$ cat src/rtl/gbt_elink_tx_framer.sv
// Frame generator for the GBT e-link transmitter: link bring-up sequencer,
// per-link masking, test-pattern modes and single-frame error injection.
module gbt_elink_tx_framer #(
  parameter int unsigned NUM_ELINKS     = 14,
  parameter int unsigned BITS_PER_ELINK = 8,
  parameter int unsigned HOLD_CYCLES    = 31,
  parameter int unsigned TRAIN_FRAMES   = 256,
  parameter logic [7:0]  IDLE_PATTERN   = 8'h55,
  parameter logic [7:0]  TRAIN_PATTERN  = 8'hF0
) (
  input  logic                                 clock,
  input  logic                                 reset,
  input  logic                                 pll_locked,
  input  logic                                 gbt_txrdy,
  input  logic [NUM_ELINKS*BITS_PER_ELINK-1:0] data_i,
  input  logic [NUM_ELINKS-1:0]                link_mask,
  input  logic [1:0]                           mode,
  input  logic                                 retrain,
  input  logic                                 err_inject,
  output logic [NUM_ELINKS*BITS_PER_ELINK-1:0] data_o,
  output logic                                 io_reset,
  output logic [1:0]                           state_o,
  output logic [15:0]                          frame_cnt
);

  localparam int unsigned W      = BITS_PER_ELINK;
  localparam int unsigned HoldW  = (HOLD_CYCLES > 1) ? $clog2(HOLD_CYCLES) : 1;
  localparam int unsigned TrainW = (TRAIN_FRAMES > 1) ? $clog2(TRAIN_FRAMES) : 1;
  localparam logic [HoldW-1:0]  HoldLast  = HoldW'(HOLD_CYCLES - 1);
  localparam logic [TrainW-1:0] TrainLast = TrainW'(TRAIN_FRAMES - 1);
  localparam logic [W-1:0]      IdleWord  = IDLE_PATTERN[W-1:0];
  localparam logic [W-1:0]      TrainWord = TRAIN_PATTERN[W-1:0];

  typedef enum logic [1:0] {StHold = 2'd0, StWaitRdy = 2'd1, StTrain = 2'd2, StRun = 2'd3} state_e;

  state_e              state_q, state_d;
  logic [HoldW-1:0]    hold_cnt_q, hold_cnt_d;
  logic [TrainW-1:0]   train_cnt_q, train_cnt_d;
  logic                lock_meta_q, lock_s;
  logic                io_reset_q;
  logic [15:0]         frame_cnt_q;
  logic [NUM_ELINKS*W-1:0] frame_d, frame_q;
  logic [6:0]          lfsr_q [NUM_ELINKS];
  logic [6:0]          lfsr_d [NUM_ELINKS];
  logic                prbs_on;

  // x^7+x^6+1, W steps; first generated bit lands in the word MSB.
  function automatic logic [W-1:0] prbs_word(input logic [6:0] seed);
    logic [6:0] s;
    s = seed;
    prbs_word = '0;
    for (int b = int'(W) - 1; b >= 0; b--) begin
      prbs_word[b] = s[6] ^ s[5];
      s = {s[5:0], s[6] ^ s[5]};
    end
  endfunction

  function automatic logic [6:0] prbs_next(input logic [6:0] seed);
    logic [6:0] s;
    s = seed;
    for (int b = 0; b < int'(W); b++) begin
      s = {s[5:0], s[6] ^ s[5]};
    end
    prbs_next = s;
  endfunction

  // Two-flop synchronizer for the asynchronous PLL lock.
  always_ff @(posedge clock) begin
    if (reset) begin
      lock_meta_q <= 1'b0;
      lock_s      <= 1'b0;
    end else begin
      lock_meta_q <= pll_locked;
      lock_s      <= lock_meta_q;
    end
  end

  // Bring-up sequencer next state; lock loss outranks TX-ready, which outranks retrain.
  always_comb begin
    state_d     = state_q;
    hold_cnt_d  = hold_cnt_q;
    train_cnt_d = train_cnt_q;
    if (!lock_s) begin
      state_d    = StHold;
      hold_cnt_d = '0;
    end else begin
      unique case (state_q)
        StHold: begin
          if (hold_cnt_q == HoldLast) state_d = StWaitRdy;
          else                        hold_cnt_d = hold_cnt_q + 1'b1;
        end
        StWaitRdy: begin
          if (gbt_txrdy) begin
            state_d     = StTrain;
            train_cnt_d = '0;
          end
        end
        StTrain: begin
          if (!gbt_txrdy)                    state_d = StWaitRdy;
          else if (train_cnt_q == TrainLast) state_d = StRun;
          else                               train_cnt_d = train_cnt_q + 1'b1;
        end
        StRun: begin
          if (!gbt_txrdy) begin
            state_d = StWaitRdy;
          end else if (retrain) begin
            state_d     = StTrain;
            train_cnt_d = '0;
          end
        end
        default: state_d = StHold;
      endcase
    end
  end

  // Per-link word selection and LFSR advance; LFSRs reload outside RUN/PRBS.
  always_comb begin
    frame_d = '0;
    prbs_on = (state_q == StRun) && (mode == 2'd2);
    for (int k = 0; k < int'(NUM_ELINKS); k++) begin
      lfsr_d[k] = prbs_on ? prbs_next(lfsr_q[k]) : 7'h7F;
      unique case (state_q)
        StHold:    frame_d[k*W +: W] = '0;
        StWaitRdy: frame_d[k*W +: W] = IdleWord;
        StTrain:   frame_d[k*W +: W] = link_mask[k] ? TrainWord : IdleWord;
        StRun: begin
          if (!link_mask[k]) begin
            frame_d[k*W +: W] = IdleWord;
          end else begin
            unique case (mode)
              2'd0:    frame_d[k*W +: W] = data_i[k*W +: W];
              2'd1:    frame_d[k*W +: W] = IdleWord;
              2'd2:    frame_d[k*W +: W] = prbs_word(lfsr_q[k]);
              default: frame_d[k*W +: W] = TrainWord;
            endcase
          end
        end
        default: frame_d[k*W +: W] = '0;
      endcase
    end
    // Injection applies after masking so it is visible even on a masked link 0.
    if (state_q == StRun && err_inject) frame_d[0] = ~frame_d[0];
  end

  // State, counters, output frame and serializer reset registers.
  always_ff @(posedge clock) begin
    if (reset) begin
      state_q     <= StHold;
      hold_cnt_q  <= '0;
      train_cnt_q <= '0;
      io_reset_q  <= 1'b1;
      frame_cnt_q <= '0;
      frame_q     <= '0;
      for (int k = 0; k < int'(NUM_ELINKS); k++) lfsr_q[k] <= 7'h7F;
    end else begin
      state_q     <= state_d;
      hold_cnt_q  <= hold_cnt_d;
      train_cnt_q <= train_cnt_d;
      io_reset_q  <= (state_d == StHold);
      frame_q     <= frame_d;
      for (int k = 0; k < int'(NUM_ELINKS); k++) lfsr_q[k] <= lfsr_d[k];
      if (state_q != StRun && state_d == StRun) frame_cnt_q <= '0;
      else if (state_q == StRun)                frame_cnt_q <= frame_cnt_q + 16'd1;
    end
  end

  assign data_o    = frame_q;
  assign io_reset  = io_reset_q;
  assign state_o   = state_q;
  assign frame_cnt = frame_cnt_q;

endmodule

$ cat config.mk
export PLATFORM = sky130hd
export DESIGN_NAME = gbt_elink_tx_framer
export DESIGN_NICKNAME = d
export VERILOG_FILES = /design/src/rtl/gbt_elink_tx_framer.sv
export SDC_FILE = /design/constraint.sdc
export NUM_CORES = 1
export LEC_CHECK = 0
export CAP_MARGIN = 20
export CORE_AREA = 2 2 157 144
export CTS_BUF_LIST = sky130_fd_sc_hd__clkbuf_8
export CTS_CLUSTER_DIAMETER = 200
export CTS_CLUSTER_SIZE = 40
export DETAILED_ROUTE_END_ITERATION = 8
export DIE_AREA = 0 0 159 146
export GPL_TIMING_DRIVEN = 0
export PLACE_DENSITY = 0.77
export SYNTH_ARGS = -nofsm -noshare
export SYNTH_HDL_FRONTEND = slang
export SYNTH_SLANG_ARGS = --single-unit
$ cat constraint.sdc
create_clock -name clock -period 1.95 [get_ports clock]
set_clock_uncertainty 0.05 [all_clocks]
set_input_delay 0.2925 -clock clock [delete_from_list [all_inputs] [get_ports clock]]
set_output_delay 0.2925 -clock clock [all_outputs]
set_load 0.05 [all_outputs]
==> impl_metrics.py <==
metrics = {
    "sta": {
        "maxSlewHeadroom_pct": 33.9,
        "period_share_pct": 98.2,
        "max_freq_mhz": 522,
        "worst_hold_slack_ns": 0.197,
        "hold_viol_final": 0,
        "fin_setup_tns_ns": 0,
        "final-setup-viol-count": 0,
        "report.final.slew_viol_count": 0,
        "fin_crit_ns": 1.92,
        "worstMarginPinSlew_ns": 0.991,
    },
    "clock_tree": {
        "cts_inserted_buffers": 10,
        "clkTransAtPathRegs_ns": 0.23,
        "htreeDepth": 1,
        "cts_tree": "built",
        "insertion_delay_ns": 0.57,
        "cts_buffer_depth": 3,
        "cts_num_sinks": 244,
        "cts-root-buf": "clkbuf_8",
    },
    "die": {
        "ios": 265,
        "dieArea_mm2": 0.0232,
        "fp-row-count": 51,
        "die_w_um": 159,
        "initial_core_util_pct": 44.7,
        "coreArea_mm2": 0.0214,
        "die_h_um": 146,
    },
    "final_layout": {
        "area_delta_synth_final_pct": 33.0,
        "design_area_mm2": 0.0128,
        "fin_nets": 1478,
        "final_cell_mix": "dfxtp_1 (238), nand2_1 (167), clkdlybuf4s50_1 (131), dlygate4sd2_1 (124), nor2_1 (103)",
        "n_fill_cell": 1948,
        "final_common_cell": "dfxtp_1",
        "drive_above_1_share_pct": 5.30,
        "final_util_pct": 59.5,
    },
    "synthesis": {
        "ys_seq_area_share_pct": 51.0,
        "yosysTopAreaCell": "dfxtp_1",
        "yosysTopAreaCellShare_pct": 51.0,
        "synth_area_mm2": 0.00959,
        "synthTopCellsByArea": "dfxtp_1 (51%), xnor2_1 (6.9%), nand2_1 (6.5%)",
        "post_synth_num_cell_types": 48,
        "syn_nets": 1201,
        "syn_avg_cell_area_um2": 9.02,
        "ys_seq_elements": 244,
        "synth_edf_count": 0,
        "synth_async_sr_flop_share_pct": 0,
        "ys_warn_count": 0,
        "synthCells": 1063,
        "synth-main-ff-cell": "dfxtp_1",
    },
    "grt": {
        "use_met3_pct": 5.10,
        "grtUsageTotal_pct": 27.3,
        "grt_util_met2_pct": 45.0,
        "grt_start_max_net_pins": 41,
        "grt_pass1_vias": 8571,
        "use_met1_pct": 36.8,
        "top_usage_layer": "met2",
        "antenna_found_initial": 2,
        "grt_pass1_wl_um": 49500,
        "globalRouteOverflowTotal": 0,
    },
    "placed_design": {
        "dp.final_hpwl_um": 24200,
        "port_buffers": 262,
        "place_area_mm2": 0.0126,
        "gp_congestion": 0.910,
    },
    "drt": {
        "drt-initial-drc-count": 860,
        "drt_wl_total_um": 33300,
        "via_per_inst": 5.44,
        "dr.pass1.iters": 5,
        "drc": 0,
        "ant_nets": 0,
        "num_vias": 8883,
        "wire_per_inst_um": 20.4,
    },
    "worst_setup_path": {
        "crit_chain": "clkbuf_1 -> clkbuf_1 -> clkdlybuf4s15_1 -> o21ai_0 -> a31oi_1",
        "cp_slowest_cell": "clkdlybuf4s15_1",
        "r2r_slack_ns": 0.06,
        "cp-start-kind": "input pin",
        "crit_family": "buffers and inverters",
        "cp.required_ns": 2.41,
        "cp_data_arrival_time_ns": 2.37,
        "crit_fanout": 10,
        "crit_top_cell": "clkbuf_1",
        "max_stage_delay_ns": 0.75,
        "crit_buf_inv": 3,
        "crit_path_end_kind": "register",
        "crit_type": "in2reg",
    },
    "worst_hold_path": {
        "hold_path.class": "in2reg",
    },
    "status": {
        "status": "finished, final reports clean",
    },
    "run": {
        "cap_violations": 0,
    },
    "power_and_ir_drop": {
        "cellPowerDensity_mw_per_mm2": 604,
        "power.total_uw": 7700,
        "peakVddDrop_uv": 664,
        "p_leak_uw": 0.00519,
    },
}
==> cells by family (layout without fill, tap and decap cells) <==
logic type      Yosys count  after routing  synth area share [%]
buf+inv                  85            362                  3.68
flops                   244            244                  51.0
fa+ha+maj                 4              4                 0.522
xor+xnor                127            127                  11.6
other cells               0              2                     0
compound gates          214            214                  13.9
mux                      15             15                  1.57
simple gates            374            374                  17.7
==> worst reg2reg max path, delay by kind of cell (launching register included) <==
kind | cells | cell delay [ns]
AND/OR/NAND/NOR | 2 | 0.63
flip-flops | 1 | 0.42
AO/OA/AOI/OAI | 2 | 0.28
adder cells (fa/ha/maj) | 1 | 0.23
buffers and inverters | 1 | 0.18
==> cell usage after synthesis (8+ instances only) <==
library cell and number:
mux2i_1 15, clkbuf_1 51, o221ai_1 12, a211oi_1 14
inv_1 12, a31oi_1 55, o21ai_0 71, buf_2 15
dfxtp_1 244, or3_1 8, xor2_1 52, nand4_1 8
nor2_1 106, or4_1 26, a21oi_1 25, a221oi_1 11
nand2b_1 17, nor2b_1 10, xnor2_1 75, nand2_1 167
==> report_power, final <==
group	internal, µW	switching [µW]
logic	310	317
registers	5000	2.63
clock network	547	1530
==> registers in the layout (all words and copies together) (netlist names) <==
| register | cells |
|---|---|
| train_cnt_q | 8 |
| lock_meta_q | 1 |
| frame_cnt | 16 |
| state_o | 2 |
| io_reset | 1 |
| lock_s | 1 |
| lfsr_q | 98 |
| data_o | 112 |
| hold_cnt_q | 5 |
==> final timing paths <==
path | start | to | cells past startpoint
worst max-delay path | mode[1] | data_o[93]$_SDFF_PP0_ | 5
worst min-delay path | data_i[21] | data_o[21]$_SDFF_PP0_ | 3
worst max register to register | train_cnt_q[0]$_SDFFE_PP0P_ | frame_cnt[14]$_SDFFE_PP0N_ | 6
worst min register to register | lfsr_q[0][10]$_SDFF_PP1_ | lfsr_q[0][12]$_SDFF_PP1_ | 2
==> layout make-up <==
type / instances / area [µm²] / area share, %
flip-flops and latches: 244 / 4890 / 38.4
multi-input cells: 734 / 4430 / 34.7
repair buffers: 265 / 2470 / 19.4
well taps: 291 / 364 / 2.86
plain buffers: 73 / 357 / 2.80
clock buffers: 11 / 151 / 1.19
inverters: 12 / 45.0 / 0.353
clock inverters: 1 / 30.0 / 0.235
diodes: 2 / 5.00 / 0.0392
==> what timing repair did <==
action / CTS / global route
pin swaps: 1 / 1
hold buffers: 0 / 0
setup buffers: 1 / 2
endpoints found under the setup margin: 296 / 124
gates resized for setup: 160 / 30
==> routing by layer <==
| layer | vias to the layer above | share of wire (%) |
|---|---|---|
| li1 | 4185 | - |
| met1 | 4184 | 43 |
| met2 | 454 | 45 |
| met3 | 60 | 9.7 |
| met4 | 0 | 2.9 |
| met5 | - | 0 |
==> stage by stage <==
stage | std cells | setup WS, ns
after floorplan | 1063 | 0.00160
after global placement | 1616 | -1.14
after detailed placement | 1616 | -1.17
after CTS | 1629 | 0.00521
after global routing | 1632 | -0.0182
final | 1633 | 0.0347
Note: power is estimated with default switching activity, not from simulation.
